<file path="config.mk">
export PLATFORM = sky130hd
export DESIGN_NAME = fetch_buffer
export DESIGN_NICKNAME = d
export VERILOG_FILES = /design/src/rtl/fetch_buffer.sv
export SDC_FILE = /design/constraint.sdc
export NUM_CORES = 1
export LEC_CHECK = 0
export CAP_MARGIN = 20
export CORE_UTILIZATION = 35
export CTS_CLUSTER_SIZE = 16
export DETAILED_ROUTE_END_ITERATION = 12
export PLACE_DENSITY = 0.65
export SETUP_SLACK_MARGIN = 0.2
export SLEW_MARGIN = 20
export SYNTH_ARGS = -nofsm -noshare
export SYNTH_HDL_FRONTEND = slang
export SYNTH_SLANG_ARGS = --single-unit
</file>
<file path="constraint.sdc">
create_clock -name clk -period 4.4 [get_ports clk]
set_clock_uncertainty 0.15 [all_clocks]
set_input_delay 1.32 -clock clk [delete_from_list [all_inputs] [get_ports clk]]
set_output_delay 1.32 -clock clk [all_outputs]
set_load 0.02 [all_outputs]
</file>
<file path="src/rtl/fetch_buffer.sv">
// Fetch buffer: DEPTH-entry FIFO between IF and ID carrying PC, instruction and BTB prediction.
// Optional FETCH_BUF_BYPASS_EN adds a combinational in-to-out path when the buffer is empty.
module fetch_buffer #(
  parameter int DATA_WIDTH  = 32,
  parameter int INSTR_WIDTH = 32,
  parameter int DEPTH       = 4
) (
  input  logic                       clk,
  input  logic                       rst,
  input  logic                       flush,
  input  logic                       in_valid,
  output logic                       in_ready,
  input  logic [DATA_WIDTH-1:0]      in_pc,
  input  logic [INSTR_WIDTH-1:0]     in_instr,
  input  logic                       in_pred_taken,
  input  logic [DATA_WIDTH-1:0]      in_pred_trgt,
  output logic                       out_valid,
  input  logic                       out_ready,
  output logic [DATA_WIDTH-1:0]      out_pc,
  output logic [INSTR_WIDTH-1:0]     out_instr,
  output logic                       out_pred_taken,
  output logic [DATA_WIDTH-1:0]      out_pred_trgt,
  output logic [$clog2(DEPTH):0]     count
);

  localparam int PW = $clog2(DEPTH);
  localparam int CW = PW + 1;
  localparam logic [CW-1:0] DEPTH_C = CW'(DEPTH);

  logic [DATA_WIDTH-1:0]  pc_mem_q    [DEPTH];
  logic [INSTR_WIDTH-1:0] instr_mem_q [DEPTH];
  logic                   taken_mem_q [DEPTH];
  logic [DATA_WIDTH-1:0]  trgt_mem_q  [DEPTH];

  logic [PW-1:0] wr_ptr_q, wr_ptr_d;
  logic [PW-1:0] rd_ptr_q, rd_ptr_d;
  logic [CW-1:0] count_q, count_d;

  logic not_empty;
  logic bypass;
  logic push_en;
  logic pop_en;

  // Handshake: a transfer happens on a rising edge where valid && ready on that side.
  // in_ready depends only on registered occupancy, never on out_ready.
  always_comb begin
    not_empty = (count_q != '0);
    in_ready  = (count_q < DEPTH_C);
`ifdef FETCH_BUF_BYPASS_EN
    bypass    = !not_empty && in_valid && !flush && !rst;
`else
    bypass    = 1'b0;
`endif
    out_valid = not_empty || bypass;
    pop_en    = not_empty && out_ready;
    // A bypassed entry consumed in the same cycle never touches storage.
    push_en   = in_valid && in_ready && !(bypass && out_ready);

    out_pc         = '0;
    out_instr      = '0;
    out_pred_taken = 1'b0;
    out_pred_trgt  = '0;
    if (not_empty) begin
      out_pc         = pc_mem_q[rd_ptr_q];
      out_instr      = instr_mem_q[rd_ptr_q];
      out_pred_taken = taken_mem_q[rd_ptr_q];
      out_pred_trgt  = trgt_mem_q[rd_ptr_q];
    end else if (bypass) begin
      out_pc         = in_pc;
      out_instr      = in_instr;
      out_pred_taken = in_pred_taken;
      out_pred_trgt  = in_pred_trgt;
    end
  end

  always_comb begin
    wr_ptr_d = wr_ptr_q;
    rd_ptr_d = rd_ptr_q;
    count_d  = count_q;
    if (rst || flush) begin
      wr_ptr_d = '0;
      rd_ptr_d = '0;
      count_d  = '0;
    end else begin
      if (push_en) wr_ptr_d = wr_ptr_q + 1'b1;
      if (pop_en)  rd_ptr_d = rd_ptr_q + 1'b1;
      case ({push_en, pop_en})
        2'b10:   count_d = count_q + 1'b1;
        2'b01:   count_d = count_q - 1'b1;
        default: count_d = count_q;
      endcase
    end
  end

  always_ff @(posedge clk) begin
    wr_ptr_q <= wr_ptr_d;
    rd_ptr_q <= rd_ptr_d;
    count_q  <= count_d;
  end

  // Storage is not reset; stale contents are masked by out_valid.
  always_ff @(posedge clk) begin
    if (push_en && !rst && !flush) begin
      pc_mem_q[wr_ptr_q]    <= in_pc;
      instr_mem_q[wr_ptr_q] <= in_instr;
      taken_mem_q[wr_ptr_q] <= in_pred_taken;
      trgt_mem_q[wr_ptr_q]  <= in_pred_trgt;
    end
  end

  assign count = count_q;

endmodule

</file>
Word level (Yosys, flattened, before mapping)
Memories as Yosys holds them, arrays and structs flattened. A register that Yosys moved wholly into a read port is not among the register bits.
Cells that the tools add are included.
Widths: inputs -> output; s select.
Word-level totals
  flip-flop bits (word level): 7
  bits in writable memories: 388
  input port bits: 102
  output and inout bits: 102
  memories: 4
Memories
  instr_mem_q: depth 4, width 32, read ports 1, clocked after Yosys merged registers in 1, wr ports 1, line 31  | logic [INSTR_WIDTH-1:0] instr_mem_q [DEPTH];
  pc_mem_q: depth 4, width 32, read ports 1, clocked after Yosys merged registers in 1, wr ports 1, line 30  | logic [DATA_WIDTH-1:0] pc_mem_q [DEPTH];
  trgt_mem_q: depth 4, width 32, read ports 1, clocked after Yosys merged registers in 1, wr ports 1, line 33  | logic [DATA_WIDTH-1:0] trgt_mem_q [DEPTH];
  taken_mem_q: depth 4, width 1, read ports 1, clocked after Yosys merged registers in 1, wr ports 1, line 32  | logic taken_mem_q [DEPTH];
Cells by class
  add/sub/neg operators: 4
  $lt $le $gt $ge: 1
  eq/ne operators: 2
  multiplexer cells: 15
  reduce and logical (&&, ||, !) cells: 9
Operator list (number)
  $mux 32: 3
  $mux 2: 8
  $pmux 3 s2: 1
  $add 2x1->2 const B: 2
  $logic_and 1x1->1: 4
  $add 3x1->3 const B: 1
  $lt 3x3->1 const B: 1
  $mux 1: 3
  $reduce_bool 3->1: 1
  $sub 3x1->3 const B: 1
  $eq 2x1->1 const B: 1
  $eq 2x2->1 const B: 1
  $logic_not 1->1: 2
  $reduce_bool 2->1: 1
  $logic_or 1x1->1: 1

Longest topological paths before layout
  word-level depth: 6
  mapped depth: 9
  depth with buffers taken out: 8

Worst setup path before layout
No wires, ideal clock.
  kind: in2reg
  start: input port in_valid
  end: memory instr_mem_q[0][0], enable pin
  library setup time: 467 ps
  data arrival time: 3994 ps
  data required time: 3783 ps
  path slack: -211 ps
  cell stages on the path: 3
  buffers on the path: 1
  path through: nor2b_1 > clkbuf_1 > and3_1
Between the ends
  word-level cells in the longest chain between the ends: 5
Ends and longest elaborated chain
  from (decl): line 11  | input logic in_valid,
  $logic_and 1x1->1: line 57  | push_en = in_valid && in_ready && !(bypass && out_ready);
  $logic_and 1x1->1 (2 in series): line 103  | if (push_en && !rst && !flush) begin
  $mux 1: line 103
  $mux 1 (not written as such): line 105  | instr_mem_q[wr_ptr_q] <= in_instr;
  to (decl): line 31
Every way passes these cells.

==> impl_metrics.csv <==
group,metric,value,unit
worst_setup_path,cp_num_buf_inv,3,
cts,cts_inserted_buffers,42,
layout,instances_no_fill,1478,
floorplan,row_count,75,
worst_setup_path,critical_path_depth,5,
status,run_status,"complete, no violations",
yosys,synth.most_common_cell,"sky130_fd_sc_hd__edfxtp_1",
yosys,synth.area.top_cells,"sky130_fd_sc_hd__edfxtp_1 (77%), sky130_fd_sc_hd__mux4_2 (14%), sky130_fd_sc_hd__and2_1 (4.0%)",
worst_setup_path,r2r_setup_slack,2.19,ns
power_and_ir_drop,max-vdd-ir-drop,0.000309,V
sta,worstMarginPinSlew,0.582,ns
cts,cts-root-to-sink-buffers,3,
cts,clock_tree.root_cell,"sky130_fd_sc_hd__clkbuf_16",
detailed_routing,initialDrtViolationCount,381,
min_path,hold_path_class,"register to register",
detailed_routing,vias,7208,
sta,grt_setup_unrepaired,"no",
floorplan,chipHeight,210,um
worst_setup_path,worstPathCellList,"buf_4, buf_16, mux4_2, and2_1, clkdlybuf4s50_1",
sta,final_max_slew_viols,0,
cts,htree_num_levels,2,
yosys,synth_cell_types,24,
global_routing,grt_start_max_net_pins,68,
min_path,hold_path_depth,2,
sta,fmaxAchievable,245,MHz
yosys,synth-edff-count,388,
yosys,synth_area,15100,um^2
placed_design,dp_cells,1393,
global_routing,antenna_found_initial,2,
cts,cts_tree,"built",
yosys,synth_top_area_frac,0.772,
worst_setup_path,critical_path_fanouts_max,18,
sta,final.setup.tns,0,ns
worst_setup_path,critical_path_required,2.93,ns
worst_setup_path,critPathCaptureType,"primary output",
cts,cts_sinks,397,
yosys,avgSynthCellArea,22.6,um^2
detailed_routing,detail_route.wl_per_cell,21.3,um
placed_design,numPortBuffers,203,
yosys,net_count_of_the_mapped_netlist,775,
sta,hold_violations,0,
yosys,async_flop_share,0,
cts,worst_setup_hold_path_clk_slew,0.06,ns
worst_setup_path,arrival_worst_endpoint,2.62,ns
cts,clock_insertion_delay_worst_skew,0.55,ns
floorplan,initial_core_util,0.358,
layout,num-fill-cells,3551,
worst_setup_path,critPathKind,"register to primary output",
worst_setup_path,critPathSlowestCell,"sky130_fd_sc_hd__clkdlybuf4s50_1",
detailed_routing,drtPass1Iterations,5,
layout,layout.nets,1015,
detailed_routing,route.final.wire_length,31.5,mm
yosys,yosys-top-cells-count,"sky130_fd_sc_hd__edfxtp_1 (388), sky130_fd_sc_hd__and2_1 (97), sky130_fd_sc_hd__mux4_2 (97)",
sta,setup_violations,0,
placed_design,dp_hpwl,18.0,mm
detailed_routing,viasPerCell,4.88,
placed_design,placement.cell_area,17900,um^2
detailed_routing,route.antenna.remaining_nets,0,
yosys,ys_flop_type,"sky130_fd_sc_hd__edfxtp_1",
power_and_ir_drop,pwr_density_cell,416,nW/um^2
yosys,netlist_instances,667,
floorplan,boundaryPins,204,
yosys,synth.largest_area_cell,"sky130_fd_sc_hd__edfxtp_1",
sta,timing.slew.headroom,0.611,
floorplan,fp.coreArea,42200,um^2
yosys,synth_warnings,0,
job,max_cap_violations,0,
global_routing,overflow,0,
layout,area.growth.synth_to_final,28.4,%
detailed_routing,route.detailed.drc,0,
worst_setup_path,timing.critical_path.max_delay_family,"buffers and inverters",
power_and_ir_drop,leak,6.19,nW
sta,finalWorstPathRequiredPeriod,4.09,ns
cts,cts.hold.buffers_added,0,
global_routing,grt_util_all_layers,0.145,
sta,post-route-period-util,0.929,
worst_setup_path,worst-r2r-cell-count,3,
yosys,synth-seq-area-share,0.784,
global_routing,grt_pass1_vias,7704,
floorplan,die_area,44000,um^2
worst_setup_path,cpPeakStageDelay,0.54,ns
global_routing,grt_first_pass_wirelength,47.2,mm
placed_design,gp_congestion,0.680,
yosys,synthesis_stage_register_bit_count,397,
worst_setup_path,worst_setup_path_start_kind,"register",
layout,final_cell_area,19400,um^2
layout,drive_above_1_share,0.196,
floorplan,die_w,210,um
worst register-to-register path: cells and delay by family (launching register included):
family        cells  cell delay [ns]
flops             1             0.37
buf+inv           1             0.39
simple gates      2             0.96
repair_timing:
item	in CTS	in global routing
endpoints found under the setup margin	91	7
resized for setup	1	7
cloned	2	0
setup buffers	7	0
metal layers:
metal,vias up,part of all wire,GRT usage
met5,-,0.00086,0
met4,4,0.019,0.0476
met3,45,0.065,0.0361
met2,226,0.46,0.223
met1,3739,0.45,0.203
li1,3194,-,-
cell usage in the layout, fill, tap and decap left out, types with 8 or more instances in the layout:
cell type,n
sky130_fd_sc_hd__buf_4,11
sky130_fd_sc_hd__clkbuf_1,14
sky130_fd_sc_hd__nor2_1,9
sky130_fd_sc_hd__clkdlybuf4s50_1,196
sky130_fd_sc_hd__clkbuf_16,45
sky130_fd_sc_hd__and2_1,97
sky130_fd_sc_hd__buf_12,12
sky130_fd_sc_hd__clkinv_1,9
sky130_fd_sc_hd__mux4_2,97
sky130_fd_sc_hd__inv_1,8
sky130_fd_sc_hd__edfxtp_1,388
where the power goes:
group	internal (mW)	switching, mW
sequential	4.19	0.0114
clock	1.98	1.36
combinational	0.271	0.257
path summary, 6_finish.rpt:
path	start	end
min reg2reg	rd_ptr_q[1]$_SDFFE_PP0P_	rd_ptr_q[1]$_SDFFE_PP0P_
min	rd_ptr_q[1]$_SDFFE_PP0P_	rd_ptr_q[1]$_SDFFE_PP0P_
max	register	out_pc[1]
max reg2reg	count[2]$_SDFFE_PP0P_	trgt_mem_q[1][24]$_DFFE_PP_
sequential cells by signal, indices dropped and copies added (netlist names), named ones only:
name	cells
taken_mem_q	4
count	3
pc_mem_q	128
trgt_mem_q	128
wr_ptr_q	2
rd_ptr_q	2
instr_mem_q	128
area by class of cell:
cell class	instances	area [um^2]	share of cell area
Antenna cell	1	2.50	0.000129
Clock buffer	59	1180	0.0608
Multi-Input combinational cell	229	3080	0.159
Inverter	8	30.0	0.00155
Timing Repair Buffer	229	2450	0.126
Sequential cell	397	11800	0.611
Tap cell	539	674	0.0348
Clock inverter	16	123	0.00633
per-stage QoR:
stage	worst slack [ns]	hold WS, ns	utilization	power (mW)
2_1_floorplan	0.891	0.335	-	4.50
3_3_place_gp	0.678	0.354	0.424	4.79
3_5_place_dp	0.667	0.366	0.424	4.80
4_1_cts	0.231	0.393	0.458	8.19
5_1_grt	0.200	0.430	0.459	8.34
6_report	0.313	0.390	0.459	8.07
cell families (layout without fill, tap and decap cells):
kind of cell / Yosys count / after routing / synth area share
buffers and inverters: 42 / 312 / 0.0148
muxes: 98 / 98 / 0.145
other: 0 / 1 / 0
adders and majority gates: 6 / 6 / 0.00547
DFF: 397 / 397 / 0.784
and+or+nand+nor: 114 / 115 / 0.0457
xor gates and xnor gates: 5 / 5 / 0.00290
AOI/OAI and AO/OA: 5 / 5 / 0.00207
No activity file was read; power rests on OpenSTA's default activity.
